==> src/rtl/game_pkg.sv <==
// Shared game constants and the box state encoding.
// Screen height here also sets the default floor row.
package game_pkg;

  typedef enum logic [1:0] {
    IDLE   = 2'd0,
    FLYING = 2'd1,
    HOLD   = 2'd2
  } box_state_t;

  localparam int SCREEN_H     = 120;
  localparam int Y_MAX_D      = SCREEN_H - 1;
  localparam int Y_W_D        = 7;
  localparam int FRAC_W_D     = 4;
  localparam int START_Y_D    = 60;
  localparam int GRAVITY_D    = 3;
  localparam int FLAP_VEL_D   = 40;
  localparam int MAX_FALL_D   = 64;
  localparam int HOLD_TICKS_D = 30;

endpackage

==> src/rtl/box_physics_register_if.sv <==
// Control and status bundle between the game logic
// and the box physics register.
interface box_physics_register_if #(
  parameter int Y_W    = 7,
  parameter int FRAC_W = 4
);
  import game_pkg::*;

  logic                     tick;
  logic                     user_input;
  logic                     collided;
  logic [Y_W-1:0]           y_coordinate;
  logic signed [Y_W+FRAC_W:0] velocity;
  box_state_t               state;
  logic                     at_floor;
  logic                     at_ceiling;

  modport master (
    output tick, user_input, collided,
    input  y_coordinate, velocity, state,
    input  at_floor, at_ceiling
  );

  modport slave (
    input  tick, user_input, collided,
    output y_coordinate, velocity, state,
    output at_floor, at_ceiling
  );

endinterface

==> src/rtl/rise_edge_detect.sv <==
// One-bit rising edge detector for synchronised key inputs.
// Previous level is registered; rise is high for one cycle.
module rise_edge_detect (
  input  logic clk,
  input  logic reset,
  input  logic din,
  output logic rise
);

  logic prev;

  always_ff @(posedge clk) begin
    if (reset) prev <= 1'b0;
    else       prev <= din;
  end

  assign rise = din & ~prev;

endmodule

==> src/rtl/box_physics_register.sv <==
// Box vertical position/velocity with frame-tick physics.
// BOX_WRAP_EN: warp at screen edges instead of clamping.
module box_physics_register
  import game_pkg::*;
#(
  parameter int Y_W        = Y_W_D,
  parameter int FRAC_W     = FRAC_W_D,
  parameter int Y_MAX      = Y_MAX_D,
  parameter int START_Y    = START_Y_D,
  parameter int GRAVITY    = GRAVITY_D,
  parameter int FLAP_VEL   = FLAP_VEL_D,
  parameter int MAX_FALL   = MAX_FALL_D,
  parameter int HOLD_TICKS = HOLD_TICKS_D
) (
  input logic                   game_clk,
  input logic                   reset,
  box_physics_register_if.slave bus
);

  localparam int P_W   = Y_W + FRAC_W;
  localparam int V_W   = P_W + 1;
  localparam int S_W   = P_W + 2;
  localparam int CNT_W = $clog2(HOLD_TICKS + 1);

  localparam logic [P_W-1:0] SPAWN =
    P_W'(START_Y << FRAC_W);
  localparam logic [P_W-1:0] FLOOR =
    P_W'(Y_MAX << FRAC_W);
  localparam logic [CNT_W-1:0] HOLD_LD =
    CNT_W'(HOLD_TICKS - 1);

  localparam logic signed [S_W-1:0] FLOOR_S =
    S_W'(Y_MAX << FRAC_W);
  localparam logic signed [S_W-1:0] GRAV_S =
    S_W'(GRAVITY);
  localparam logic signed [S_W-1:0] FLAP_S =
    S_W'(FLAP_VEL);
  localparam logic signed [S_W-1:0] MAXF_S =
    S_W'(MAX_FALL);

  box_state_t              st;
  logic [P_W-1:0]          pos;
  logic signed [V_W-1:0]   vel;
  logic                    flap_pending;
  logic [CNT_W-1:0]        hold_cnt;
  logic                    floor_q;
  logic                    ceil_q;
  logic                    key_rise;

  logic signed [S_W-1:0]   v_sum;
  logic signed [S_W-1:0]   v_new;
  logic signed [S_W-1:0]   p_new;
  logic [P_W-1:0]          nxt_pos;
  logic signed [V_W-1:0]   nxt_vel;

  rise_edge_detect u_key (
    .clk   (game_clk),
    .reset (reset),
    .din   (bus.user_input),
    .rise  (key_rise)
  );

  function automatic logic floor_of(
    input logic [P_W-1:0] p
  );
    return p[P_W-1:FRAC_W] == Y_W'(Y_MAX);
  endfunction

  function automatic logic ceil_of(
    input logic [P_W-1:0] p
  );
    return p == '0;
  endfunction

  // Semi-implicit Euler: velocity first, then position.
  always_comb begin
    v_sum = S_W'(vel) + GRAV_S;
    if (flap_pending)
      v_new = -FLAP_S;
    else if (v_sum > MAXF_S)
      v_new = MAXF_S;
    else
      v_new = v_sum;
    p_new   = $signed({2'b00, pos}) + v_new;
    nxt_pos = p_new[P_W-1:0];
    nxt_vel = v_new[V_W-1:0];
    if (p_new > FLOOR_S) begin
`ifdef BOX_WRAP_EN
      nxt_pos = '0;
`else
      nxt_pos = FLOOR;
      nxt_vel = '0;
`endif
    end else if (p_new[S_W-1]) begin
`ifdef BOX_WRAP_EN
      nxt_pos = FLOOR;
`else
      nxt_pos = '0;
      nxt_vel = '0;
`endif
    end
  end

  always_ff @(posedge game_clk) begin
    if (reset) begin
      st           <= IDLE;
      pos          <= SPAWN;
      vel          <= '0;
      flap_pending <= 1'b0;
      hold_cnt     <= '0;
      floor_q      <= 1'b0;
      ceil_q       <= 1'b0;
    end else if (bus.collided) begin
      st           <= HOLD;
      pos          <= SPAWN;
      vel          <= '0;
      flap_pending <= 1'b0;
      hold_cnt     <= HOLD_LD;
      floor_q      <= floor_of(SPAWN);
      ceil_q       <= ceil_of(SPAWN);
    end else begin
      case (st)
        HOLD: begin
          flap_pending <= 1'b0;
          if (bus.tick) begin
            if (hold_cnt == '0) st <= IDLE;
            else hold_cnt <= hold_cnt - 1'b1;
          end
        end
        IDLE, FLYING: begin
          if (bus.tick) begin
            flap_pending <= key_rise;
            if (st == FLYING || flap_pending) begin
              st      <= FLYING;
              pos     <= nxt_pos;
              vel     <= nxt_vel;
              floor_q <= floor_of(nxt_pos);
              ceil_q  <= ceil_of(nxt_pos);
            end
          end else begin
            flap_pending <= flap_pending | key_rise;
          end
        end
        default: st <= IDLE;
      endcase
    end
  end

  assign bus.y_coordinate = pos[P_W-1:FRAC_W];
  assign bus.velocity     = vel;
  assign bus.state        = st;
  assign bus.at_floor     = floor_q;
  assign bus.at_ceiling   = ceil_q;

endmodule

==> src/flat_wrapper.sv <==
// flat-port wrapper written by rule: the top's interface ports become plain ports
module box_physics_register_flat import game_pkg::*;
#(
  parameter int Y_W        = Y_W_D,
  parameter int FRAC_W     = FRAC_W_D,
  parameter int Y_MAX      = Y_MAX_D,
  parameter int START_Y    = START_Y_D,
  parameter int GRAVITY    = GRAVITY_D,
  parameter int FLAP_VEL   = FLAP_VEL_D,
  parameter int MAX_FALL   = MAX_FALL_D,
  parameter int HOLD_TICKS = HOLD_TICKS_D
)
  (game_clk, reset, bus_tick, bus_user_input, bus_collided, bus_y_coordinate, bus_velocity, bus_state, bus_at_floor, bus_at_ceiling);
  box_physics_register_if #(.Y_W(Y_W), .FRAC_W(FRAC_W)) bus_i ();
  input logic game_clk;
  input logic reset;
  input wire logic [$bits(bus_i.tick)-1:0] bus_tick;
  input wire logic [$bits(bus_i.user_input)-1:0] bus_user_input;
  input wire logic [$bits(bus_i.collided)-1:0] bus_collided;
  output wire logic [$bits(bus_i.y_coordinate)-1:0] bus_y_coordinate;
  output wire logic [$bits(bus_i.velocity)-1:0] bus_velocity;
  output wire logic [$bits(bus_i.state)-1:0] bus_state;
  output wire logic [$bits(bus_i.at_floor)-1:0] bus_at_floor;
  output wire logic [$bits(bus_i.at_ceiling)-1:0] bus_at_ceiling;
  assign bus_i.tick = bus_tick;
  assign bus_i.user_input = bus_user_input;
  assign bus_i.collided = bus_collided;
  assign bus_y_coordinate = bus_i.y_coordinate;
  assign bus_velocity = bus_i.velocity;
  assign bus_state = bus_i.state;
  assign bus_at_floor = bus_i.at_floor;
  assign bus_at_ceiling = bus_i.at_ceiling;
  box_physics_register #(.Y_W(Y_W), .FRAC_W(FRAC_W), .Y_MAX(Y_MAX), .START_Y(START_Y), .GRAVITY(GRAVITY), .FLAP_VEL(FLAP_VEL), .MAX_FALL(MAX_FALL), .HOLD_TICKS(HOLD_TICKS)) u_core (.game_clk(game_clk), .reset(reset), .bus(bus_i));
endmodule
==> config.mk <==
export PLATFORM = sky130hd
export DESIGN_NAME = box_physics_register_flat
export DESIGN_NICKNAME = d
export VERILOG_FILES = /design/src/rtl/game_pkg.sv /design/src/rtl/box_physics_register_if.sv /design/src/rtl/rise_edge_detect.sv /design/src/rtl/box_physics_register.sv /design/src/flat_wrapper.sv
export SDC_FILE = /design/constraint.sdc
export NUM_CORES = 1
export LEC_CHECK = 0
export CAP_MARGIN = 20
export CORE_MARGIN = 1.5
export CORE_UTILIZATION = 55
export DETAILED_ROUTE_END_ITERATION = 8
export GPL_TIMING_DRIVEN = 0
export PLACE_DENSITY = 0.8
export SETUP_SLACK_MARGIN = 0.2
export SLEW_MARGIN = 0
export SYNTH_ARGS = -nofsm -noshare
export SYNTH_HDL_FRONTEND = slang
export SYNTH_SLANG_ARGS = --single-unit
==> constraint.sdc <==
create_clock -name game_clk -period 7.3 [get_ports game_clk]
set_input_delay 1.46 -clock game_clk [delete_from_list [all_inputs] [get_ports game_clk]]
set_output_delay 1.46 -clock game_clk [all_outputs]
set_load 0.005 [all_outputs]
==> results of run 1 <==
[state kept, by name, indices dropped and copies added (netlist names)]
signal,count
u_core.bus.at_ceiling,1
u_core.bus.at_floor,1
u_core.bus.state,2
u_core.bus.velocity,12
u_core.flap_pending,1
u_core.hold_cnt,5
u_core.pos,11
u_core.u_key.prev,1
[synth_stat cells, drive strengths merged, types with 2 or more instances]
| library cell | number | share of area |
|---|---|---|
| nand3 | 6 | 0.012 |
| nand2 | 25 | 0.036 |
| nand3b | 2 | 0.0073 |
| nor2b | 5 | 0.012 |
| or3 | 5 | 0.016 |
| o31ai | 4 | 0.012 |
| o21bai | 7 | 0.022 |
| nor2 | 33 | 0.050 |
| o2111ai | 2 | 0.014 |
| o221ai | 3 | 0.015 |
| nor3 | 12 | 0.023 |
| a32o | 7 | 0.027 |
| o21ai | 20 | 0.039 |
| mux2i | 3 | 0.012 |
| a211oi | 6 | 0.021 |
| nand2b | 3 | 0.0073 |
| inv | 14 | 0.020 |
| or2 | 4 | 0.0097 |
| nand4 | 4 | 0.012 |
| clkbuf | 6 | 0.0087 |
| ha | 14 | 0.068 |
| buf | 12 | 0.033 |
| a21o | 5 | 0.015 |
| a21oi | 22 | 0.047 |
| xor2 | 10 | 0.034 |
| dfxtp | 34 | 0.26 |
| a22oi | 2 | 0.0058 |
| o211ai | 3 | 0.0087 |
| o21a | 3 | 0.0087 |
| and3 | 4 | 0.0097 |
| xnor2 | 13 | 0.047 |
| or4 | 2 | 0.0058 |
[per-layer routing]
metal | vias up | global-route usage | part of all wire
met3 | 6 | 0.0394 | 0.062
met2 | 69 | 0.377 | 0.44
met4 | 0 | 0.0566 | 0.0093
met5 | - | 0 | 0
met1 | 1117 | 0.368 | 0.49
li1 | 1197 | - | -
[cell families after synthesis]
group	Yosys count
buffers and inverters	32
AOI/OAI and AO/OA	95
xor gates and xnor gates	23
and+or+nand+nor	110
muxes	3
DFF	34
adders and majority gates	15
[layout make-up]
cell class                      count  area [um2]
Buffer                             18         108
Clock buffer                        7        86.3
Clock inverter                      1        5.00
Fill cell                         392        1440
Inverter                           14        52.6
Multi-Input combinational cell    246        1740
Sequential cell                    34         681
Tap cell                           52        65.1
Timing Repair Buffer               27         270
[worst max-delay path: cells and delay by family (launching register included)]
kind            cells  cell delay (ps)
compound gates      9             2190
simple gates        7             1610
fa+ha+maj           3              840
buf+inv             3              400
flops               1              350
mux                 1              280
[through the flow]
step | hold WS (ps) | std cells
3_3_place_gp | 442 | 391
6_report | 460 | 399
4_1_cts | 465 | 399
2_1_floorplan | 434 | 312
5_1_grt | 482 | 399
3_5_place_dp | 455 | 391
[report_power, final]
part           switching [mW]  leakage (nW)  total [mW]  internal, mW
combinational          0.0370         0.872      0.0634        0.0264
clock                  0.0716        0.0482       0.148        0.0762
sequential            0.00254         0.276       0.191         0.189
[final timing paths]
path / from / end / slack [ps] / depth (start not counted)
hold / removal: u_core.pos[2]$_SDFFE_PP0P_ / u_core.pos[2]$_SDFFE_PP0P_ / 460 / 2
setup / recovery: u_core.bus.velocity[0]$_SDFFE_PP0P_ / u_core.bus.velocity[4]$_SDFFE_PP0P_ / 1540 / 23
hold reg to reg: u_core.pos[2]$_SDFFE_PP0P_ / u_core.pos[2]$_SDFFE_PP0P_ / 460 / 2
setup reg to reg: u_core.bus.velocity[0]$_SDFFE_PP0P_ / u_core.bus.velocity[4]$_SDFFE_PP0P_ / 1540 / 23
==> metrics, run 1 <==
Final ANT Viol Nets=0; design area=3000 um2; asr flop ratio synth=0; Fmax=173 MHz; CORE AREA=4440 um2; routed vias=2389; I/O pins=28; Inserted Clock Buffers=5; ratio of final minimum period to clock period=0.790; share of cells above drive strength 1=0.112; post-DR wirelength/cell=15.1 um; setup tns final=0 ps; largest family of logic cells by synthesized area=compound AO/OA/AOI/OAI gates; hpwl dp=4630 um; Most used DFF post-synth=dfxtp_1; initial drt markers=157; Initial Util=0.580; port bufs=27; Slew @ Worst Pin=616 ps; area grow syn2layout=16.6%; vias in the first global route=2168; Post-DP Area=2910 um2; required time of the critical path=7480 ps; gpl congestion=0.902; post-synthesis compound-gate area fraction=0.288; die area=5110 um2; number of synthesized flops with an enable pin=0; Layout Nets=366; mux contribution to synthesized area=0.0117; most common cell after layout, fill and taps aside=dfxtp_1; worst vdd ir=0.0833 mV; Synth Area in XOR/XNOR=0.0811; Total Wirelength=6030 um; remaining global-route overflow=0; Tot Pwr=0.403 mW; Yosys cell types=64; Worst setup EP type=register; synthesized area per cell=8.26 um2; Post-CTS Setup Inserts=0; Crit Path Category=reg2reg; Slew Viols, Final=0; # hold bufs at CTS=0; router iterations before antenna repair=6; Vias/cell=5.99; Yosys Warn Count=0; Max Cap Viol=0; first-pass GRT wire length=10100 um; slowest stage cell on the critical path=a21oi_1; Setup Skew=7.51 ps; final worst slack=1540 ps; Pleak=1.20 nW; slew margin rel.=0.586; adder-cell share of the synthesized area=0.0757; post-synthesis sequential area ratio=0.264; largest net degree at the start of global routing=11; antenna fix cells=0; synthesized area=2580 um2; worst min-delay path category=reg2reg; CP max FO=9; RSZ-0062 raised after global routing=no; Die Y=71.5 um; crit path DAT=5940 ps; DRC viols=0; Tot GR Track Use=0.247; initial antenna violation count=0; crit path cell chain=buf_2 -> inv_1 -> ha_1 -> nand3b_2 -> and3b_1 -> mux2i_1 -> a211oi_1 -> a21oi_1 -> or2_0 -> nor2_1 -> ha_1 -> fa_1 -> a21o_1 -> a21o_1 -> a21oi_1 -> nand2_1 -> nor2_1 -> o221ai_1 -> a221oi_4 -> o2111ai_4 -> and2_1 -> buf_6 -> a32o_1; clock latency on the worst-skew pair=290 ps; htree depth=2; CTS Buffer Depth=2; Post-Synth Simple-Gate Area=0.217; FP Rows=24; post-route minimum period=5760 ps; Gate Count Post-Synth=312; Seq cells post-synth=34; post-CTS resize count=0; Synth Net Count=332; Die X=71.5 um; Crit path largest cell delay=430 ps; CTS Root Cell=clkbuf_8; PwrDens=134 nW/um2; final count of hold timing violations=0; Clock Sinks=34; status=complete, no violations; Clk pin slew, worst setup/hold paths=70 ps; CTS tree=done; Final Util=0.676; pre-CTS setup slack=1590 ps; CP startpoint kind=register; # setup viols final=0; most frequent cells in the layout=dfxtp_1 (34), nor2_1 (31), clkdlybuf4s50_1 (27)
Power figures use the tool's default switching activity.
==> run 2: changes to the inputs <==
--- a/config.mk
+++ b/config.mk
@@ -7,10 +7,10 @@
 export LEC_CHECK = 0
 export CAP_MARGIN = 20
 export CORE_MARGIN = 1.5
-export CORE_UTILIZATION = 55
+export CORE_UTILIZATION = 51
 export DETAILED_ROUTE_END_ITERATION = 8
 export GPL_TIMING_DRIVEN = 0
-export PLACE_DENSITY = 0.8
+export PLACE_DENSITY = 0.78
 export SETUP_SLACK_MARGIN = 0.2
 export SLEW_MARGIN = 0
 export SYNTH_ARGS = -nofsm -noshare
==> constraint.sdc (replaced) <==
create_clock -name game_clk -period 4.8 [get_ports game_clk]
set_input_delay 0.96 -clock game_clk [delete_from_list [all_inputs] [get_ports game_clk]]
set_output_delay 0.96 -clock game_clk [all_outputs]
set_load 0.005 [all_outputs]
==> run 2 against run 1 <==
Against the previous run:
- sequential share of layout area shrank 3.3 points
- wire length grew 23%
- count of clock-buffer cells in the layout shrank 1
- critical path type unchanged
- largest power group unchanged
==> metrics, run 2 (synthesized netlist as in run 1, its figures left out) <==
status=complete, no violations; register share of total power=0.454; Sw Ratio=0.288; largest net degree at the start of global routing=12; post-route minimum period=4670 ps; FP Rows=25; hpwl dp=4740 um; PwrDens=180 nW/um2; remaining global-route overflow=0; die area=5490 um2; share of cells above drive strength 1=0.306; router iterations before antenna repair=5; Total Wirelength=7420 um; slew margin rel.=0.469; cell-internal power=0.458 mW; area grow syn2layout=38.8%; port bufs=27; antenna fix cells=0; CTS tree=done; Fillers=349; sw power=0.185 mW; worst min-delay path category=reg2reg; Die Y=74.1 um; final worst slack=131 ps; Comb power frac=0.192; hold_ws=466 ps; most frequent cells in the layout=buf_4 (35), nor2_1 (27), clkdlybuf4s50_1 (27); RSZ-0062 raised after global routing=yes; required time of the critical path=4980 ps; Clk pin slew, worst setup/hold paths=70 ps; setup tns final=0 ps; Hold Path Stages=2; Crit Path Category=reg2reg; post-DR wirelength/cell=16.7 um; slowest stage cell on the critical path=or3_4; initial antenna violation count=0; # setup viols final=0; # hold bufs at CTS=0; Pleak=1.42 nW; Reg area=692 um2; most common cell after layout, fill and taps aside=buf_4; worst reg2reg path depth=20; flop2flop setup slack=130 ps; Crit path largest cell delay=400 ps; Final Util=0.747; WL met3=411 um; reg2reg start=u_core.bus.velocity[3]$_SDFFE_PP0P_; Max Cap Viol=0; Vias/cell=5.93; Initial Util=0.539; pre-CTS setup slack=-327 ps; Hold Path End=u_core.pos[0]$_SDFFE_PP0P_; gpl congestion=0.872; final count of hold timing violations=0; CP startpoint kind=register; ratio of final minimum period to clock period=0.973; I/O pins=28; worst setup path startpoint=u_core.bus.velocity[3]$_SDFFE_PP0P_; CP max FO=8; Slew Viols, Final=0; Setup Skew=4.62 ps; routed vias=2628; first-pass GRT wire length=11600 um; Die X=74.1 um; DRC viols=0; Slew @ Worst Pin=796 ps; CTS Root Cell=clkbuf_8; crit path cell chain=buf_6 -> o211ai_1 -> or3_4 -> or3_4 -> a211oi_4 -> a21oi_2 -> or2_4 -> nor3_4 -> ha_4 -> a21o_1 -> a21o_1 -> a21oi_4 -> xnor2_2 -> nor3_2 -> mux2i_1 -> a211oi_2 -> o2111ai_4 -> and2_4 -> buf_6 -> a32o_1; area of the multi-input gates=2030 um2; clock latency on the worst-skew pair=290 ps; crit path DAT=4850 ps; max reg flops=12; Clock Sinks=34; initial drt markers=193; Crit path buffers/inverters=2; Largest delay share family, worst path=compound AO/OA/AOI/OAI gates; vias in the first global route=2384; Fmax=214 MHz; Tot GR Track Use=0.277; Final ANT Viol Nets=0; top sig layer=met4; met1 wire length=3220 um; worst vdd ir=0.116 mV; reg2reg end=u_core.bus.velocity[4]$_SDFFE_PP0P_; WP depth=20; Layout Nets=395; CTS Buffer Depth=2; Worst setup EP type=register; metal2 WL=3690 um; min-delay src=u_core.pos[0]$_SDFFE_PP0P_; Clock power frac=0.355; CORE AREA=4790 um2; Inserted Clock Buffers=5; htree depth=2
## run 2: cell types whose count changed in the layout (fill, tap and decap cells not counted), sizes merged
cell | before | now
clkinvlp | 0 | 1
buf | 12 | 42
clkbuf | 13 | 11
## run 2: cell type report
type | count | share of cell area
plain buffers | 18 | 0.0350
clock buffers | 6 | 0.0231
clock inverters | 2 | 0.00350
inverters | 14 | 0.0147
multi-input cells | 246 | 0.567
flip-flops and latches | 34 | 0.193
well taps | 67 | 0.0234
repair buffers | 56 | 0.140
## run 2: repair_timing
action	CTS	global route
buffers inserted	18	11
pin swaps	14	34
gates resized for setup	29	32
gates cloned	0	0
setup endpoints to repair	25	25
## run 2: metal layers
layer | vias to the layer above | track usage
met3 | 10 | 0.0447
met5 | - | 0
li1 | 1256 | -
met4 | 0 | 0.0885
met2 | 85 | 0.454
met1 | 1277 | 0.371
## run 2: how the worst max path moves through the flow
stage,to,slack [ps]
6_report,u_core.bus.velocity[4]$_SDFFE_PP0P_,130
5_1_grt,u_core.bus.velocity[4]$_SDFFE_PP0P_,-20
4_1_cts,u_core.bus.velocity[4]$_SDFFE_PP0P_,210
3_5_place_dp,u_core.bus.velocity[3]$_SDFFE_PP0P_,-330
3_3_place_gp,u_core.bus.velocity[4]$_SDFFE_PP0P_,-220
2_1_floorplan,u_core.bus.velocity[2]$_SDFFE_PP0P_,210
## run 2: power by group through the flow
stage / clock, mW / sequential, mW / combinational (mW)
floorplan: 0 / 0.297 / 0.0756
detailed placement: 0 / 0.298 / 0.0994
CTS: 0.231 / 0.291 / 0.113
finish: 0.228 / 0.291 / 0.123
global route: 0.242 / 0.292 / 0.134
global placement: 0 / 0.298 / 0.0970
## run 2: metrics by stage
step | instance area (um2) | cells | power (mW)
final | 3580 | 443 | 0.642
after global routing | 3580 | 443 | 0.667
after CTS | 3360 | 432 | 0.635
after detailed placement | 2990 | 406 | 0.397
after global placement | 2990 | 406 | 0.395
after floorplan | 2640 | 312 | 0.372
## run 2: worst register-to-register path: stages (launching register included)
cell and delay (ps):
dfxtp_2 340, buf_6 130, o211ai_1 130, or3_4 380
or3_4 400, a211oi_4 290, a21oi_2 100, or2_4 300
nor3_4 190, ha_4 240, a21o_1 160, a21o_1 200
a21oi_4 230, xnor2_2 110, nor3_2 190, mux2i_1 130
a211oi_2 330, o2111ai_4 170, and2_4 190, buf_6 130
a32o_1 220
